`src/rtl/mult_pkg.sv`:
```
// Shared sizing defaults and helpers for the limb-decomposed multiplier.
// Holds operand/limb defaults plus limb-count and accumulator-width helpers.
package mult_pkg;

    localparam int W_A_DEF   = 25;
    localparam int W_B_DEF   = 25;
    localparam int LIMB_DEF  = 12;
    localparam int GUARD_DEF = 8;

    // Number of LIMB-bit pieces needed to cover a wa-bit operand.
    function automatic int nl_calc(input int wa, input int limb);
        return (wa + limb - 1) / limb;
    endfunction

    function automatic int acc_w_calc(input int wa, input int wb, input int g);
        return wa + wb + g;
    endfunction

    localparam int ACC_W_DEF = acc_w_calc(W_A_DEF, W_B_DEF, GUARD_DEF);

endpackage

```
`src/rtl/mult_limb.sv`:
```
// Registered signed AW x BW partial multiplier with clock enable (one DSP).
// Ports: clk, rst (async high), ce, a_i, b_i (signed) -> p_o (registered).
module mult_limb #(
    parameter int AW = 13,
    parameter int BW = 26
) (
    input  logic                 clk,
    input  logic                 rst,
    input  logic                 ce,
    input  logic signed [AW-1:0] a_i,
    input  logic signed [BW-1:0] b_i,
    output logic signed [AW+BW-1:0] p_o
);

    logic signed [AW+BW-1:0] p_q;

    always_ff @(posedge clk or posedge rst) begin
        if (rst) begin
            p_q <= '0;
        end else if (ce) begin
            p_q <= a_i * b_i;
        end
    end

    assign p_o = p_q;

endmodule

```
`src/rtl/mult_core_param.sv`:
```
// Three-stage pipelined W_A x W_B multiplier with optional accumulate.
// Ports: clk, rst, in_valid, din_a, din_b, is_signed, acc_en, acc_clr,
//        stall -> dout (ACC_W bits), out_valid.
module mult_core_param
    import mult_pkg::*;
#(
    parameter int W_A   = W_A_DEF,
    parameter int W_B   = W_B_DEF,
    parameter int LIMB  = LIMB_DEF,
    parameter int GUARD = GUARD_DEF,
    localparam int ACC_W = acc_w_calc(W_A, W_B, GUARD)
) (
    input  logic             clk,
    input  logic             rst,
    input  logic             in_valid,
    input  logic [W_A-1:0]   din_a,
    input  logic [W_B-1:0]   din_b,
    input  logic             is_signed,
    input  logic             acc_en,
    input  logic             acc_clr,
    input  logic             stall,
    output logic [ACC_W-1:0] dout,
    output logic             out_valid
);

    localparam int NL  = nl_calc(W_A, LIMB);
    localparam int APW = NL * LIMB;
    localparam int PW  = LIMB + W_B + 2;
    localparam int SW  = (ACC_W > PW) ? ACC_W : PW;

    logic en;
    assign en = ~stall;

    // S1: operands and mode bits
    logic [W_A-1:0] a_q;
    logic [W_B-1:0] b_q;
    logic           v1_q, sgn1_q, acc1_q, clr1_q;

    always_ff @(posedge clk or posedge rst) begin
        if (rst) begin
            a_q    <= '0;
            b_q    <= '0;
            v1_q   <= 1'b0;
            sgn1_q <= 1'b0;
            acc1_q <= 1'b0;
            clr1_q <= 1'b0;
        end else if (en) begin
            a_q    <= din_a;
            b_q    <= din_b;
            v1_q   <= in_valid;
            sgn1_q <= is_signed;
            acc1_q <= acc_en;
            clr1_q <= acc_clr;
        end
    end

    // A padded to whole limbs; the pad follows the mode so a short top
    // limb still carries the correct sign.
    logic [APW-1:0]   a_pad;
    logic signed [W_B:0] b_ext;

    always_comb begin
        if (sgn1_q) a_pad = APW'($signed(a_q));
        else        a_pad = APW'(a_q);
    end

    assign b_ext = {sgn1_q & b_q[W_B-1], b_q};

    // S2: limb products (registered inside mult_limb)
    logic signed [PW-1:0] p_arr [NL];

    for (genvar gi = 0; gi < NL; gi++) begin : g_limb
        logic signed [LIMB:0] la;
        // Only the top limb is signed; lower limbs are magnitude pieces.
        if (gi == NL - 1) begin : g_top
            assign la = {sgn1_q & a_pad[APW-1], a_pad[gi*LIMB +: LIMB]};
        end else begin : g_low
            assign la = {1'b0, a_pad[gi*LIMB +: LIMB]};
        end
        mult_limb #(
            .AW (LIMB + 1),
            .BW (W_B + 1)
        ) u_limb (
            .clk (clk),
            .rst (rst),
            .ce  (en),
            .a_i (la),
            .b_i (b_ext),
            .p_o (p_arr[gi])
        );
    end

    logic v2_q, acc2_q, clr2_q;

    always_ff @(posedge clk or posedge rst) begin
        if (rst) begin
            v2_q   <= 1'b0;
            acc2_q <= 1'b0;
            clr2_q <= 1'b0;
        end else if (en) begin
            v2_q   <= v1_q;
            acc2_q <= acc1_q;
            clr2_q <= clr1_q;
        end
    end

    // Sign-extended partials summed modulo 2^SW give ext(P) exactly.
    logic [SW-1:0]    sum;
    logic [ACC_W-1:0] prod;

    always_comb begin
        sum = '0;
        for (int i = 0; i < NL; i++) begin
            sum = sum + (SW'(p_arr[i]) << (i * LIMB));
        end
    end

    assign prod = sum[ACC_W-1:0];

    // S3: result and accumulator
    logic [ACC_W-1:0] acc_q, acc_d, dout_q, dout_d;
    logic             ov_q;

    always_comb begin
        acc_d  = acc_q;
        dout_d = dout_q;
        if (v2_q) begin
            if (acc2_q) begin
                acc_d  = clr2_q ? prod : acc_q + prod;
                dout_d = acc_d;
            end else begin
                dout_d = prod;
            end
        end
    end

    always_ff @(posedge clk or posedge rst) begin
        if (rst) begin
            acc_q  <= '0;
            dout_q <= '0;
            ov_q   <= 1'b0;
        end else if (en) begin
            acc_q  <= acc_d;
            dout_q <= dout_d;
            ov_q   <= v2_q;
        end
    end

    assign dout      = dout_q;
    assign out_valid = ov_q;

endmodule

```
`config.mk`:
```
export PLATFORM = sky130hd
export DESIGN_NAME = mult_core_param
export DESIGN_NICKNAME = d
export VERILOG_FILES = /design/src/rtl/mult_pkg.sv /design/src/rtl/mult_limb.sv /design/src/rtl/mult_core_param.sv
export SDC_FILE = /design/constraint.sdc
export NUM_CORES = 2
export LEC_CHECK = 0
export ABC_CLOCK_PERIOD_IN_PS = 13050
export CAP_MARGIN = 20
export CORE_MARGIN = 3
export CORE_UTILIZATION = 36
export CTS_CLUSTER_SIZE = 10
export DETAILED_ROUTE_END_ITERATION = 8
export PLACE_DENSITY_LB_ADDON = 0.08
export REMOVE_ABC_BUFFERS = 1
export SLEW_MARGIN = 15
export SYNTH_ARGS = -nofsm -noshare
export SYNTH_HDL_FRONTEND = slang
export SYNTH_SLANG_ARGS = --single-unit
```
`constraint.sdc`:
```
create_clock -name clk -period 13.05 [get_ports clk]
set_input_delay 1.9575 -clock clk [delete_from_list [all_inputs] [get_ports clk]]
set_output_delay 1.9575 -clock clk [all_outputs]
set_load 0.05 [all_outputs]
```
# After elaboration in Yosys (flattened, before gate mapping)
# Cells that the tools add are included.
# totals
out_inout_bits	59
wordCells	29
ff_bits	286
# op_classes
n_reduce_logical	2
n_addsub	3
mul	3
n_mux	3
bitwise_logic	3
# op_table
op	count
adder 58 bit	2
two-way mux 58 bit	2
multiplier 13 x 26 -> 39 bit	2
adder 39 x 51 -> 52 bit	1
two-way mux 36 bit	1
multiplier 13 x 26 -> 34 bit	1
AND reduction 3 bit	1
AND 1 bit	2
AND reduction 2 bit	1
inverter 1 bit	1

# Depth between registers and ports, before layout
# logic_depth
word_depth	5
depth_mapped	36

# Hierarchy
# A second synthesis with hierarchy kept.
# hier_totals
hier_cells	5909
area_unflattened_um2	53601.4
# by_module_without_submodules
module	n_inst	seq_area_each_um2	area_per_inst_um2	cells_each
mult_core_param	1	4354.2	14991.9	1798
mult_limb at g_limb[2].u_limb	1	975.9	12974.9	1380
mult_limb at g_limb[1].u_limb	1	975.9	12837.3	1371
mult_limb at g_limb[0].u_limb	1	975.9	12797.3	1360

# Worst setup path after synthesis
# No wires, ideal clock.
# synth_timing
path_type	register -> register
startpoint	reg g_limb[0].u_limb.p_q[21]
endpoint	reg acc_q[57]
path_stages_with_launch	34
required_ns	12.981
path_slack_ns	6.341
period_less_slack_ns	6.709
t_arrival_ns	6.641
cell_sequence	dfrtp_1 -> ha_1 -> a21o_1 -> a21oi_1 -> nor2_1 -> a311o_1 -> a21oi_2 -> o21ai_0 -> a21oi_1 -> o21bai_1 -> a2111oi_0 -> nor2_1 -> xor2_1 -> ha_1 -> o21ai_0 -> a21oi_1 -> o2bb2ai_1 -> or3_1 -> a211oi_2 -> a31oi_1 -> o21ba_2 -> xnor2_1 -> ha_1 -> a21o_1 -> a21o_1 -> a21o_1 -> a21o_1 -> a21oi_1 -> o21ai_0 -> a21oi_1 -> o41ai_2 -> mux2_2 -> or3_1 -> nand3_1
# synth_between
elab_chain_len	4
# synth_lines
item	line_no	rtl
from (decl)	mult_limb.sv:15	logic signed [AW+BW-1:0] p_q;
from (signal assigned)	mult_limb.sv:21	p_q <= a_i * b_i;
adder 39 x 51 -> 52 bit (*)	mult_core_param.sv:114	sum = sum + (SW'(p_arr[i]) << (i * LIMB));
adder 58 bit (*)	mult_core_param.sv:114	
adder 58 bit	mult_core_param.sv:129	acc_d = clr2_q ? prod : acc_q + prod;
two-way mux 58 bit (*)	mult_core_param.sv:129	
to (signal assigned)	mult_core_param.sv:139	acc_q <= '0;
to (signal assigned)	mult_core_param.sv:143	acc_q <= acc_d;
to (decl)	mult_core_param.sv:121	logic [ACC_W-1:0] acc_q, acc_d, dout_q, dout_d;
# Every way passes the cells marked *; elsewhere a longest branch is shown, timed or not.
# A chain may end at the register's enable or synchronous reset.

# Worst setup path after layout
# layout_timing
startpoint	reg g_limb[0].u_limb.p_q[12]
endpoint	reg acc_q[57]
# Same word-level chain as after synthesis.

==> load_flow_metrics.sql <==
INSERT INTO impl_metrics (metric_group, metric, value, unit) VALUES
('cts', 'cts-htree-levels', '2', ''),
('timing', 'max_freq', '128', 'MHz'),
('timing', 'max_slew_margin', '31.0', '%'),
('cts', 'cts_resized', '0', ''),
('global_route', 'grt_first_pass_wirelength', '207000', 'µm'),
('synthesis', 'postSynth.asyncResetShare', '100', '%'),
('job', 'max_cap_viol_count', '0', ''),
('synthesis', 'postSynth.topFlopCell', 'sky130_fd_sc_hd__dfrtp_1', ''),
('setup_path', 'crit-reg2reg-launch', 'g_limb[0].u_limb.p_o[12]$_DFFE_PP0N_', ''),
('placement', 'final_replace_weighted_congestion', '0.834', ''),
('setup_path', 'critical_path.endpoint', 'acc_q[57]$_DFFE_PP0P_', ''),
('detailed_routing', 'num_vias', '33600', ''),
('setup_path', 'worst-r2r-setup-slack', '5.26', 'ns'),
('global_route', 'global_route.overflow_total', '0', ''),
('synthesis', 'ys_top_cells_by_area', 'sky130_fd_sc_hd__fa_1, sky130_fd_sc_hd__dfrtp_1, sky130_fd_sc_hd__ha_1, sky130_fd_sc_hd__inv_1, sky130_fd_sc_hd__nand2_1', ''),
('synthesis', 'mappedNetlistArea', '46900', 'µm²'),
('floorplan', 'pin_count', '116', ''),
('setup_path', 'critPathLaunchType', 'flop', ''),
('cts', 'worstSkewPairLatency', '0.63', 'ns'),
('cts', 'cts_tree', 'yes', ''),
('layout', 'layout_cells_sized_above_1', '5.35', '%'),
('detailed_routing', 'antenna_violating_nets_left', '0', ''),
('placement', 'hpwlAfterDp', '104000', 'µm'),
('timing', 'hold_viol', '0', ''),
('synthesis', 'post_synth_xor_area_fraction', '4.06', '%'),
('layout', 'fin_nets', '6317', ''),
('synthesis', 'number_of_synthesized_flops_with_an_enable_pin', '0', ''),
('floorplan', 'die_width', '367', 'µm'),
('synthesis', 'netlist.area_leader.share', '33.1', '%'),
('synthesis', 'simple_gate_portion_of_the_synthesized_area', '14.3', '%'),
('setup_path', 'worstPathArrival', '8.34', 'ns'),
('synthesis', 'cell_count_after_synthesis', '5109', ''),
('synthesis', 'synth_sequential_area_ratio', '15.2', '%'),
('setup_path', 'worst_path_max_delay_cell', 'sky130_fd_sc_hd__a2111oi_0', ''),
('global_route', 'grt_max_degree', '155', ''),
('global_route', 'grt_pass1_vias', '35900', ''),
('cts', 'cts.reportedPaths.clkPinSlew', '0.06', 'ns'),
('worst_hold_path', 'holdCritStartpoint', 'dout[38]$_DFFE_PP0P_', ''),
('setup_path', 'startpoint', 'g_limb[0].u_limb.p_o[12]$_DFFE_PP0N_', ''),
('detailed_routing', 'route.detailed.drc', '0', ''),
('floorplan', 'floorplan.core_area', '129000', 'µm²'),
('global_route', 'grt.total_usage', '19.3', '%'),
('cts', 'numCtsBuffers', '42', ''),
('synthesis', 'synthDistinctLibCells', '94', ''),
('floorplan', 'placementRows', '131', ''),
('setup_path', 'r2r.worst_path.cells', '35', ''),
('floorplan', 'die_y', '367', 'µm'),
('timing', 'unrepaired_setup_endpoints_after_global_routing', 'false', ''),
('floorplan', 'die_area', '135000', 'µm²'),
('synthesis', 'synth_top_family_by_area', 'adder cells', ''),
('cts', 'root_buffer', 'sky130_fd_sc_hd__clkbuf_16', ''),
('cts', 'post-cts-setup-buffers', '0', ''),
('layout', 'seq_area', '7160', 'µm²'),
('synthesis', 'warnings_synthesis', '0', ''),
('timing', 'setup_violations', '0', ''),
('detailed_routing', 'initialDrtViolationCount', '1301', ''),
('detailed_routing', 'wl_per_cell', '18.8', 'µm'),
('synthesis', 'synth_top_area_cell', 'sky130_fd_sc_hd__fa_1', ''),
('cts', 'clk_path_buf_depth', '3', ''),
('synthesis', 'post_synth_fa_ha_maj_area_fraction', '43.6', '%'),
('setup_path', 'worst-endpoint-required', '13.60', 'ns'),
('synthesis', 'yosys.cell_count.top_type', 'sky130_fd_sc_hd__inv_1', ''),
('run_status', 'run_status', 'finished clean', ''),
('setup_path', 'cp_slowest_stage_delay', '0.63', 'ns'),
('detailed_routing', 'totalWireLength', '129000', 'µm'),
('setup_path', 'crit_path_frequent_cell', 'sky130_fd_sc_hd__a21oi_1', ''),
('detailed_routing', 'viasPerCell', '4.91', ''),
('setup_path', 'worst-setup-path-type', 'flop to flop', ''),
('timing', 'worst-slew-pin-transition', '1.04', 'ns'),
('timing', 'post-route-period-util', '59.7', '%'),
('layout', 'multi_input_comb_area', '35800', 'µm²');
-- routing by layer --
layer  GRT usage (%)  share of wire, %
met5               0             0.010
met4            3.23               1.4
met3            2.94               3.8
met2            31.4                46
met1            27.7                49
-- kinds of logic (layout without fill, tap and decap cells) --
family | after synthesis | after routing
other cells | 0 | 3
mux | 105 | 105
simple gates | 1406 | 1406
buf+inv | 1051 | 1061
compound gates | 874 | 874
flops | 286 | 286
xor+xnor | 217 | 217
fa+ha+maj | 1170 | 1170
-- per-stage QoR --
stage	instances	setup WS, ns	hold slack [ns]	utilization [%]	cell area [µm²]
2_1_floorplan	4870	3.20	0.451	-	46000
4_1_cts	6845	5.18	0.482	39.9	51200
3_5_place_dp	6772	5.19	0.469	38.8	49800
5_1_grt	6848	4.38	0.493	39.9	51300
3_3_place_gp	6772	5.26	0.460	38.8	49800
6_report	6851	5.26	0.473	39.9	51300
-- worst min-delay path by stage --
stage | endpoint
after global placement | dout[28]$_DFFE_PP0P_
final | dout[38]$_DFFE_PP0P_
after floorplan | g_limb[1].u_limb.p_o[19]$_DFFE_PP0N_
after detailed placement | dout[34]$_DFFE_PP0P_
after global routing | dout[11]$_DFFE_PP0P_
after CTS | dout[34]$_DFFE_PP0P_
-- sequential cells by signal (all words and copies together) (netlist names) --
name	cells
g_limb.u_limb.p_o	112
acc_q	58
dout	58
a_q	25
b_q	25
acc1_q	1
acc2_q	1
clr1_q	1
clr2_q	1
out_valid	1
sgn1_q	1
v1_q	1
v2_q	1
-- placed cells by master, fill, tap and decap left out, drive strengths merged, types with 29 or more instances in the layout --
cell type	synthesis	final
a31oi	32	32
inv	812	814
xnor2	131	131
dfrtp	286	286
nor2	173	173
xor2	86	86
a21o	91	91
a211oi	39	39
nand2	646	646
clkbuf	228	58
and3	50	50
nand3	40	40
a21oi	241	241
and2	338	338
nand2b	44	44
o21ai	281	281
ha	393	393
mux2	81	81
clkdlybuf4s50	0	114
buf	11	62
fa	777	777
nor3	29	29
-- critical path, delay by kind of cell, from the launching register on --
family          cells  cell delay (ns)
compound gates     22             4.30
xor+xnor            2             0.50
fa+ha+maj           4             1.14
buf+inv             1             0.07
flops               1             0.38
mux                 1             0.30
simple gates        5             1.03
-- final cells by class --
cell class                      count  share of cell area (%)
Multi-Input combinational cell   3772                    69.9
Sequential cell                   286                    14.0
Inverter                          812                    5.96
Tap cell                         1729                    4.22
Timing Repair Buffer              176                    3.24
Clock buffer                       58                    2.30
Clock inverter                     15                   0.390
Antenna cell                        3                  0.0146
Power is left out: the tool's default activity adds up to more than one toggle a clock period on the data nets, which glitch-free logic cannot reach.
